**src/rtl/instr_loader_if.sv**
```systemverilog
// Byte-stream input and instruction-memory write port of the program loader.
interface instr_loader_if #(
    parameter int unsigned ADDR_W = 8
);
    logic              byte_valid;
    logic [7:0]        byte_data;
    logic              byte_ready;
    logic              mem_we;
    logic [ADDR_W-1:0] mem_addr;
    logic [15:0]       mem_wdata;

    // master: byte source / memory sink; slave: the loader itself
    modport master (
        output byte_valid, byte_data,
        input  byte_ready, mem_we, mem_addr, mem_wdata
    );

    modport slave (
        input  byte_valid, byte_data,
        output byte_ready, mem_we, mem_addr, mem_wdata
    );
endinterface

```
**src/rtl/instr_loader.sv**
```systemverilog
// Program loader: assembles a COUNT/HI/LO.../CHK byte stream into 16-bit words,
// writes them to instruction memory from address 0 and checks an XOR checksum.
module instr_loader #(
    parameter int unsigned ADDR_W = 8
) (
    input  logic           clk,
    input  logic           reset,
    input  logic           start,
    instr_loader_if.slave  bus,
    output logic           hold_core,
    output logic           load_done,
    output logic           load_err
);

    localparam int unsigned CNT_W = ADDR_W + 1;

    typedef enum logic [2:0] {
        S_IDLE,
        S_COUNT,
        S_HI,
        S_LO,
        S_WRITE,
        S_CHECK,
        S_DONE
    } state_e;

    state_e            state_q, state_d;
    logic [CNT_W-1:0]  remaining_q, remaining_d;
    logic [ADDR_W-1:0] addr_q, addr_d;
    logic [15:0]       wdata_q, wdata_d;
    logic [7:0]        chk_q, chk_d;
    logic              err_q, err_d;
    logic              ready_q, ready_d;
    logic              we_q, we_d;
    logic              hold_q, hold_d;
    logic              done_q, done_d;
    logic              accept;

    assign accept = bus.byte_valid && ready_q;

    // Next-state, datapath updates, and output decode of the upcoming state
    always_comb begin
        state_d     = state_q;
        remaining_d = remaining_q;
        addr_d      = addr_q;
        wdata_d     = wdata_q;
        chk_d       = chk_q;
        err_d       = err_q;

        case (state_q)
            S_IDLE: begin
                if (start) begin
                    err_d   = 1'b0;
                    chk_d   = 8'h00;
                    addr_d  = '0;
                    state_d = S_COUNT;
                end
            end
            S_COUNT: begin
                if (accept) begin
                    // A zero count means a full 2^ADDR_W-word image
                    remaining_d = (bus.byte_data == 8'h00) ? {1'b1, {ADDR_W{1'b0}}}
                                                           : CNT_W'(bus.byte_data);
                    chk_d       = chk_q ^ bus.byte_data;
                    state_d     = S_HI;
                end
            end
            S_HI: begin
                if (accept) begin
                    wdata_d[15:8] = bus.byte_data;
                    chk_d         = chk_q ^ bus.byte_data;
                    state_d       = S_LO;
                end
            end
            S_LO: begin
                if (accept) begin
                    wdata_d[7:0] = bus.byte_data;
                    chk_d        = chk_q ^ bus.byte_data;
                    state_d      = S_WRITE;
                end
            end
            S_WRITE: begin
                addr_d      = addr_q + ADDR_W'(1);
                remaining_d = remaining_q - CNT_W'(1);
                state_d     = (remaining_q == CNT_W'(1)) ? S_CHECK : S_HI;
            end
            S_CHECK: begin
                if (accept) begin
                    err_d   = (bus.byte_data != chk_q);
                    state_d = S_DONE;
                end
            end
            S_DONE: begin
                state_d = S_IDLE;
            end
            default: begin
                state_d = S_IDLE;
            end
        endcase

        ready_d = (state_d == S_COUNT) || (state_d == S_HI) ||
                  (state_d == S_LO)    || (state_d == S_CHECK);
        we_d    = (state_d == S_WRITE);
        hold_d  = (state_d != S_IDLE);
        done_d  = (state_d == S_DONE);
    end

    always_ff @(posedge clk) begin
        if (reset) begin
            state_q     <= S_IDLE;
            remaining_q <= '0;
            addr_q      <= '0;
            wdata_q     <= '0;
            chk_q       <= '0;
            err_q       <= 1'b0;
            ready_q     <= 1'b0;
            we_q        <= 1'b0;
            hold_q      <= 1'b0;
            done_q      <= 1'b0;
        end else begin
            state_q     <= state_d;
            remaining_q <= remaining_d;
            addr_q      <= addr_d;
            wdata_q     <= wdata_d;
            chk_q       <= chk_d;
            err_q       <= err_d;
            ready_q     <= ready_d;
            we_q        <= we_d;
            hold_q      <= hold_d;
            done_q      <= done_d;
        end
    end

    assign bus.byte_ready = ready_q;
    assign bus.mem_we     = we_q;
    assign bus.mem_addr   = addr_q;
    assign bus.mem_wdata  = wdata_q;
    assign hold_core      = hold_q;
    assign load_done      = done_q;
    assign load_err       = err_q;

endmodule
```
**src/flat_wrapper.sv**
```systemverilog
// flat-port wrapper written by rule: the top's interface ports become plain ports
module instr_loader_flat 
#(
    parameter int unsigned ADDR_W = 8
)
  (clk, reset, start, hold_core, load_done, load_err, bus_byte_valid, bus_byte_data, bus_byte_ready, bus_mem_we, bus_mem_addr, bus_mem_wdata);
  instr_loader_if #(.ADDR_W(ADDR_W)) bus_i ();
  input  logic clk;
  input  logic reset;
  input  logic start;
  output logic hold_core;
  output logic load_done;
  output logic load_err;
  input wire logic [$bits(bus_i.byte_valid)-1:0] bus_byte_valid;
  input wire logic [$bits(bus_i.byte_data)-1:0] bus_byte_data;
  output wire logic [$bits(bus_i.byte_ready)-1:0] bus_byte_ready;
  output wire logic [$bits(bus_i.mem_we)-1:0] bus_mem_we;
  output wire logic [$bits(bus_i.mem_addr)-1:0] bus_mem_addr;
  output wire logic [$bits(bus_i.mem_wdata)-1:0] bus_mem_wdata;
  assign bus_i.byte_valid = bus_byte_valid;
  assign bus_i.byte_data = bus_byte_data;
  assign bus_byte_ready = bus_i.byte_ready;
  assign bus_mem_we = bus_i.mem_we;
  assign bus_mem_addr = bus_i.mem_addr;
  assign bus_mem_wdata = bus_i.mem_wdata;
  instr_loader #(.ADDR_W(ADDR_W)) u_core (.clk(clk), .reset(reset), .start(start), .bus(bus_i), .hold_core(hold_core), .load_done(load_done), .load_err(load_err));
endmodule
```
**config.mk**
```make
export PLATFORM = sky130hd
export DESIGN_NAME = instr_loader_flat
export DESIGN_NICKNAME = d
export VERILOG_FILES = /design/src/rtl/instr_loader_if.sv /design/src/rtl/instr_loader.sv /design/src/flat_wrapper.sv
export SDC_FILE = /design/constraint.sdc
export NUM_CORES = 1
export LEC_CHECK = 0
export ABC_AREA = 1
export BUFFER_PORTS_ARGS = -buffer_cell sky130_fd_sc_hd__clkbuf_2
export CORE_AREA = 10 10 75 77
export CTS_BUF_LIST = sky130_fd_sc_hd__clkbuf_8
export CTS_CLUSTER_SIZE = 28
export DETAILED_ROUTE_END_ITERATION = 10
export DIE_AREA = 0 0 85 87
export PLACE_DENSITY = 0.77
export SLEW_MARGIN = 0
export SYNTH_ARGS = -nofsm -noshare
export SYNTH_HDL_FRONTEND = slang
export SYNTH_SLANG_ARGS = --single-unit
```
**constraint.sdc**
```tcl
create_clock -name clk -period 1.6 [get_ports clk]
set_input_delay 0.24 -clock clk [delete_from_list [all_inputs] [get_ports clk]]
set_output_delay 0.24 -clock clk [all_outputs]
set_load 0.02 [all_outputs]
```
==> flow_summary.yaml, run 1 <==
critical_path:
  crit_path_end_kind: "flip-flop"
  reg2reg_setup_slack_ns: 0.18
  cp_cell_sequence: "inv_1 > o21ai_2 > o21ai_4 > inv_2 > nor2_1 > nor2_1"
  critPathArrivalTime_ns: 1.62
  slowest_stage: "dfxtp_1"
  critPathRequiredTime_ns: 1.80
  max_stage_delay_ns: 0.36
  reg2regPathDepth: 6
  worstReg2RegStart: "u_core.state_q[2]"
  start_kind: "flip-flop"
  crit_top_cell: "nor2_1"
  r2r-end: "u_core.chk_q[0]"
  path_max_fanout: 9
  worst-setup-path-type: "reg -> reg"
  cp_top_family: "compound AO/OA/AOI/OAI gates"
  worst-path-buf-inv: 2
min_path:
  holdPathStages: 3
  holdPathEnd: "u_core.remaining_q[2]"
  hp-start: "bus_byte_data[2]"
  hold_path.class: "in -> reg"
global_route:
  grt_pass1_wl_um: 10000
  grt_use_met2_pct: 25.5
  grt_pass1_vias: 2132
  grt_max_degree: 32
  antenna_found_initial: 0
  grt.met3_usage_pct: 4.87
  busiest_layer: "met2"
  gr-usage-met1_pct: 19.7
  overflow: 0
  grtUsageTotal_pct: 16.1
route:
  vias_per_cell: 5.23
  drt-wirelength-per-cell_um: 13.4
  vias: 2299
  drtIter0Drc: 96
  ant_nets: 0
  first_pass_iters: 4
  wirelength_um: 5890
  drc: 0
logic_synthesis:
  postSynthCellCount: 343
  yosysTopAreaCell: "dfxtp_1"
  synthDistinctLibCells: 31
  syn_nets: 358
  syn_area_sq_mm: 0.00235
  yosys_warnings: 0
  synth_top_cell_area_share_pct: 41.8
  synth.area.top_cells: "dfxtp_1 42%, nand2_1 12%, nor2_1 8.8%"
  postSynthAreaPerCell_sq_um: 6.85
  seq_area_frac_synth_pct: 41.8
  ys_seq_elements: 49
die:
  core_area_sq_mm: 0.00423
  ios: 41
  die_h_um: 87
  dieArea_sq_mm: 0.00740
  start_util_pct: 55.5
  chipWidth_um: 85
  placementRows: 24
cts:
  cts_root_buffer: "clkbuf_8"
  htree_levels: 2
  postCtsHoldBufs: 0
  clkTransAtPathRegs_ns: 0.09
  cts_tree: "built"
  post_cts_buffers: 0
  clkLatencyLatePin_ns: 0.30
  clock_path_buffers: 2
  numCtsBuffers: 5
  cts.sinks: 49
sta:
  period_needed_ns: 1.42
  tns_ns: 0
  finalSetupViolCount: 0
  setup_ws_ns: 0.180
  holdWs_ns: 0.222
  finClkSkew_ns: 0.00656
  finalHoldViolCount: 0
  relSlewSlack_pct: 70.3
  worstMarginPinSlew_ns: 0.445
  fin_crit_sh_pct: 88.7
  rsz0062_at_grt: "false"
  clock.fmax_ghz: 0.704
  slew_viol_final: 0
cells_and_area:
  diodes: 0
  nNetsFinal: 402
  mostFrequentLayoutCell: "nand2_1"
  fin_util_pct: 64.8
  drive_above_1_share_pct: 19.3
  final_cell_mix: "74 x nand2_1, 55 x nor2_1, 49 x dfxtp_1"
  fillers: 377
  area.growth.synth_to_final_pct: 16.9
placed_design:
  io_buffers: 40
  place_ws_ns: 0.139
  detailed_place_hpwl_um: 4450
  globalplace.congestion: 0.926
run_status:
  outcome: "complete, no violations"
run:
  maxCapViolCount: 0
power_and_ir_drop:
  p_leak_nw: 1.29
  total_power_mw: 2.54
  power_density_mw_per_mm2: 927
  ir_worst_vdd_mv: 0.658
==> how the worst max path moves through the flow <==
| stage | to | from | slack [ns] | depth (start not counted) |
|---|---|---|---|---|
| final | u_core.chk_q[0] | u_core.state_q[2] | 0.18 | 6 |
| after global routing | u_core.chk_q[5] | u_core.state_q[2] | 0.05 | 6 |
| after CTS | u_core.chk_q[3] | u_core.state_q[2] | 0.13 | 6 |
| after detailed placement | u_core.chk_q[0] | u_core.state_q[2] | 0.14 | 6 |
| after global placement | u_core.chk_q[0] | u_core.state_q[2] | 0.21 | 6 |
| after floorplan | u_core.bus.mem_wdata[4] | u_core.bus.byte_ready | 0.27 | 7 |
==> area by class of cell <==
type                    count  area, sq um  area share (%)
inverters                  42          158            5.74
multi-input cells         243         1170            42.7
well taps                  52         65.1            2.37
repair buffers             46          258            9.39
flip-flops and latches     49          981            35.7
clock buffers               5         68.8            2.51
clock inverters             3         42.5            1.55
==> report_power, final <==
part	total (mW)	internal, mW	leakage [nW]	switching (mW)
sequential	1.30	1.26	0.398	0.0361
clock	0.893	0.464	0.0595	0.429
combinational	0.351	0.117	0.829	0.234
==> what timing repair did <==
| action | 4_1_cts | 5_1_grt |
|---|---|---|
| gates resized for setup | 0 | 2 |
| endpoints found under the hold margin | 0 | 0 |
| endpoints found under the setup margin | 0 | 7 |
==> cell usage after synthesis <==
master / n
nor2_8: 1
buf_6: 1
a31oi_1: 2
inv_2: 7
inv_1: 35
o21ai_1: 3
a22oi_1: 1
or2_2: 1
nor2_2: 2
nor2_4: 1
a211oi_2: 1
nand3_2: 1
nor3_1: 3
ha_1: 3
nor3_2: 1
o21ai_2: 2
clkbuf_1: 5
nand4_1: 3
nand2_1: 74
nand3_4: 1
buf_4: 2
a21oi_1: 26
nor2_1: 55
xnor2_1: 1
dfxtp_1: 49
buf_2: 1
nand2_2: 2
o21ai_0: 34
a21oi_2: 1
o22ai_1: 1
nand3_1: 23
==> flip-flops by register name, indices dropped and copies added, names as in the netlist <==
signal	flops
u_core.bus.byte_ready	1
u_core.bus.mem_addr	8
u_core.bus.mem_wdata	16
u_core.bus.mem_we	1
u_core.chk_q	8
u_core.hold_core	1
u_core.load_done	1
u_core.load_err	1
u_core.remaining_q	9
u_core.state_q	3
==> metrics by stage <==
step,instances,cell area [sq um]
after floorplan,343,2350
after global placement,432,2620
after detailed placement,432,2620
after CTS,440,2730
after global routing,440,2750
final,440,2750
==> per-layer routing <==
layer / routed length [um] / share of wire (%)
met3: 390 / 6.6
met2: 2720 / 46
met1: 2680 / 46
met5: 0 / 0
met4: 99 / 1.7
==> kinds of logic after synthesis <==
group | Yosys count | share of synthesized area (%)
AND/OR/NAND/NOR | 168 | 31.2
AO/OA/AOI/OAI | 71 | 16.2
buffers and inverters | 51 | 8.84
flip-flops | 49 | 41.8
adder cells (fa/ha/maj) | 3 | 1.60
XOR/XNOR | 1 | 0.373
==> tightest hold or removal path, stage by stage <==
cell,delay [ns]
clkbuf_2,0.10
nand2_1,0.06
a31oi_1,0.07
Power figures use the tool's default switching activity.
==> inputs of run 2 (changes only) <==
--- a/config.mk
+++ b/config.mk
@@ -7,12 +7,12 @@
 export LEC_CHECK = 0
 export ABC_AREA = 1
 export BUFFER_PORTS_ARGS = -buffer_cell sky130_fd_sc_hd__clkbuf_2
-export CORE_AREA = 10 10 75 77
+export CORE_AREA = 10 10 79 81
 export CTS_BUF_LIST = sky130_fd_sc_hd__clkbuf_8
 export CTS_CLUSTER_SIZE = 28
 export DETAILED_ROUTE_END_ITERATION = 10
-export DIE_AREA = 0 0 85 87
-export PLACE_DENSITY = 0.77
+export DIE_AREA = 0 0 89 91
+export PLACE_DENSITY = 0.72
 export SLEW_MARGIN = 0
 export SYNTH_ARGS = -nofsm -noshare
 export SYNTH_HDL_FRONTEND = slang
==> constraint.sdc (replaced) <==
create_clock -name clk -period 1.2 [get_ports clk]
set_input_delay 0.18 -clock clk [delete_from_list [all_inputs] [get_ports clk]]
set_output_delay 0.18 -clock clk [all_outputs]
set_load 0.02 [all_outputs]
==> run 2 against run 1 <==
  * The flow now finishes with violations (setup timing)
  * Die area up 9.5%
  * Via count increased by 10%
  * Combinational power rose by 95%
  * Highest routed layer unchanged
  * Non-clock buffer count is 41 higher
  * Sequential share of layout area fell by 5.4 points
==> flow_summary.yaml, run 2 (synthesis results as in run 1) <==
run_status:
  outcome: "finished with violations"
  violations: "setup timing"
die:
  chipWidth_um: 89
  die_h_um: 91
  ios: 41
  dieArea_sq_mm: 0.00810
  placementRows: 25
  core_area_sq_mm: 0.00466
  start_util_pct: 50.4
cts:
  postCtsHoldBufs: 0
  cts_tree: "built"
  clkTransAtPathRegs_ns: 0.10
  htree_levels: 2
  clkLatencyLatePin_ns: 0.32
  clock_path_buffers: 2
  numCtsBuffers: 5
  cts_root_buffer: "clkbuf_8"
  cts.sinks: 49
sta:
  finalHoldViolCount: 0
  relSlewSlack_pct: 77.2
  finalSetupViolCount: 22
  fin_crit_sh_pct: 106
  rsz0062_at_grt: "true"
  worstMarginPinSlew_ns: 0.341
  period_needed_ns: 1.27
  slew_viol_final: 0
  finClkSkew_ns: 0.0101
  setup_ws_ns: -0.0738
  clock.fmax_ghz: 0.785
critical_path:
  reg2regPathDepth: 8
  start_kind: "flip-flop"
  crit_top_cell: "nand2_1"
  worstReg2RegStart: "u_core.state_q[0]"
  critPathArrivalTime_ns: 1.52
  reg2reg_setup_slack_ns: -0.07
  path_max_fanout: 6
  critPathRequiredTime_ns: 1.45
  crit_path_end_kind: "flip-flop"
  r2r-end: "u_core.remaining_q[3]"
  worst-setup-path-type: "reg -> reg"
  slowest_stage: "dfxtp_4"
  max_stage_delay_ns: 0.38
  cp_cell_sequence: "nor2_4 > nand2_4 > buf_12 > nor2_8 > nand2_1 > o21ai_1 > nand2_1 > a21oi_2"
global_route:
  grt_pass1_vias: 2375
  antenna_found_initial: 0
  grtUsageTotal_pct: 16.7
  overflow: 0
  grt_max_degree: 28
  grt_pass1_wl_um: 11000
cells_and_area:
  largest_reg_flops: 16
  diodes: 0
  final_cell_mix: "67 x nand2_1, 46 x nor2_1, 40 x clkbuf_2"
  area.growth.synth_to_final_pct: 41.6
  nNetsFinal: 445
  mostFrequentLayoutCell: "nand2_1"
  drive_above_1_share_pct: 38.7
  final_area_sq_mm: 0.00333
power_and_ir_drop:
  ir_worst_vdd_mv: 0.811
  p_leak_nw: 1.57
  total_power_mw: 3.46
  power_density_mw_per_mm2: 1040
route:
  first_pass_iters: 4
  drc: 0
  drt-wirelength-per-cell_um: 14.2
  wirelength_um: 6900
  vias_per_cell: 5.23
  vias: 2535
  drtIter0Drc: 143
  ant_nets: 0
placed_design:
  detailed_place_hpwl_um: 4860
  globalplace.congestion: 0.841
  dpl-instance-area_sq_mm: 0.00290
  io_buffers: 40
min_path:
  holdPathEnd: "u_core.remaining_q[6]"
  hold_path.class: "in -> reg"
  hp-start: "bus_byte_data[6]"
  holdPathStages: 3
run:
  maxCapViolCount: 0
-- run 2: metrics by stage --
stage          instances  hold slack, ns  util [%]  setup WS (ns)  TNS, ns
6_report             485           0.160      71.4        -0.0738   -0.855
3_3_place_gp         466           0.441      62.1        -0.0503   -0.375
5_1_grt              485           0.175      71.4         -0.139    -2.76
2_1_floorplan        343           0.343         -        0.00178        0
3_5_place_dp         466           0.450      62.1         -0.119    -1.02
4_1_cts              474           0.155      65.9        -0.0551   -0.387
-- run 2: how the worst max path moves through the flow --
stage                            from                      to  cells after the start
3_3_place_gp        u_core.state_q[0]   u_core.remaining_q[7]                      8
6_report            u_core.state_q[0]   u_core.remaining_q[3]                      8
4_1_cts             u_core.state_q[1]   u_core.remaining_q[5]                      8
2_1_floorplan  u_core.bus.mem_addr[6]  u_core.bus.mem_addr[7]                      6
5_1_grt             u_core.state_q[0]   u_core.remaining_q[3]                      8
3_5_place_dp        u_core.state_q[0]   u_core.remaining_q[5]                      8
-- run 2: worst max-delay path, delay by kind of cell, from the launching register on --
kind                   cells  cell delay (ns)
AND/OR/NAND/NOR            5             0.49
buffers and inverters      1             0.15
flip-flops                 1             0.38
AO/OA/AOI/OAI              2             0.18
-- run 2: repair_timing --
item                                    in CTS  in global routing
endpoints found under the setup margin      32                 46
cloned                                       0                  2
pin swaps                                    3                 19
buffers inserted                             0                  9
resized for setup                           33                 63
-- run 2: area by class of cell --
type / count / area (sq um)
clock buffers: 5 / 68.8
fillers: 357 / 1340
inverters: 42 / 178
repair buffers: 87 / 608
multi-input cells: 243 / 1360
well taps: 54 / 67.6
clock inverters: 3 / 25.0
flip-flops and latches: 49 / 1010
repair inverters: 2 / 13.8
-- run 2: power breakdown --
group | switching, mW | leakage, nW | total [mW] | internal [mW]
clock | 0.622 | 0.0452 | 1.05 | 0.426
sequential | 0.0531 | 0.404 | 1.73 | 1.68
combinational | 0.398 | 1.12 | 0.683 | 0.285
total | 1.07 | 1.57 | 3.46 | 2.39
-- run 2: per-layer routing --
layer / GRT usage (%) / part of all wire, % / vias to the layer above
met3: 2.86 / 3.9 / 13
met2: 30.0 / 53 / 49
li1: - / - / 1281
met1: 19.0 / 41 / 1192
met4: 5.70 / 1.9 / 0
met5: 0 / 0 / -
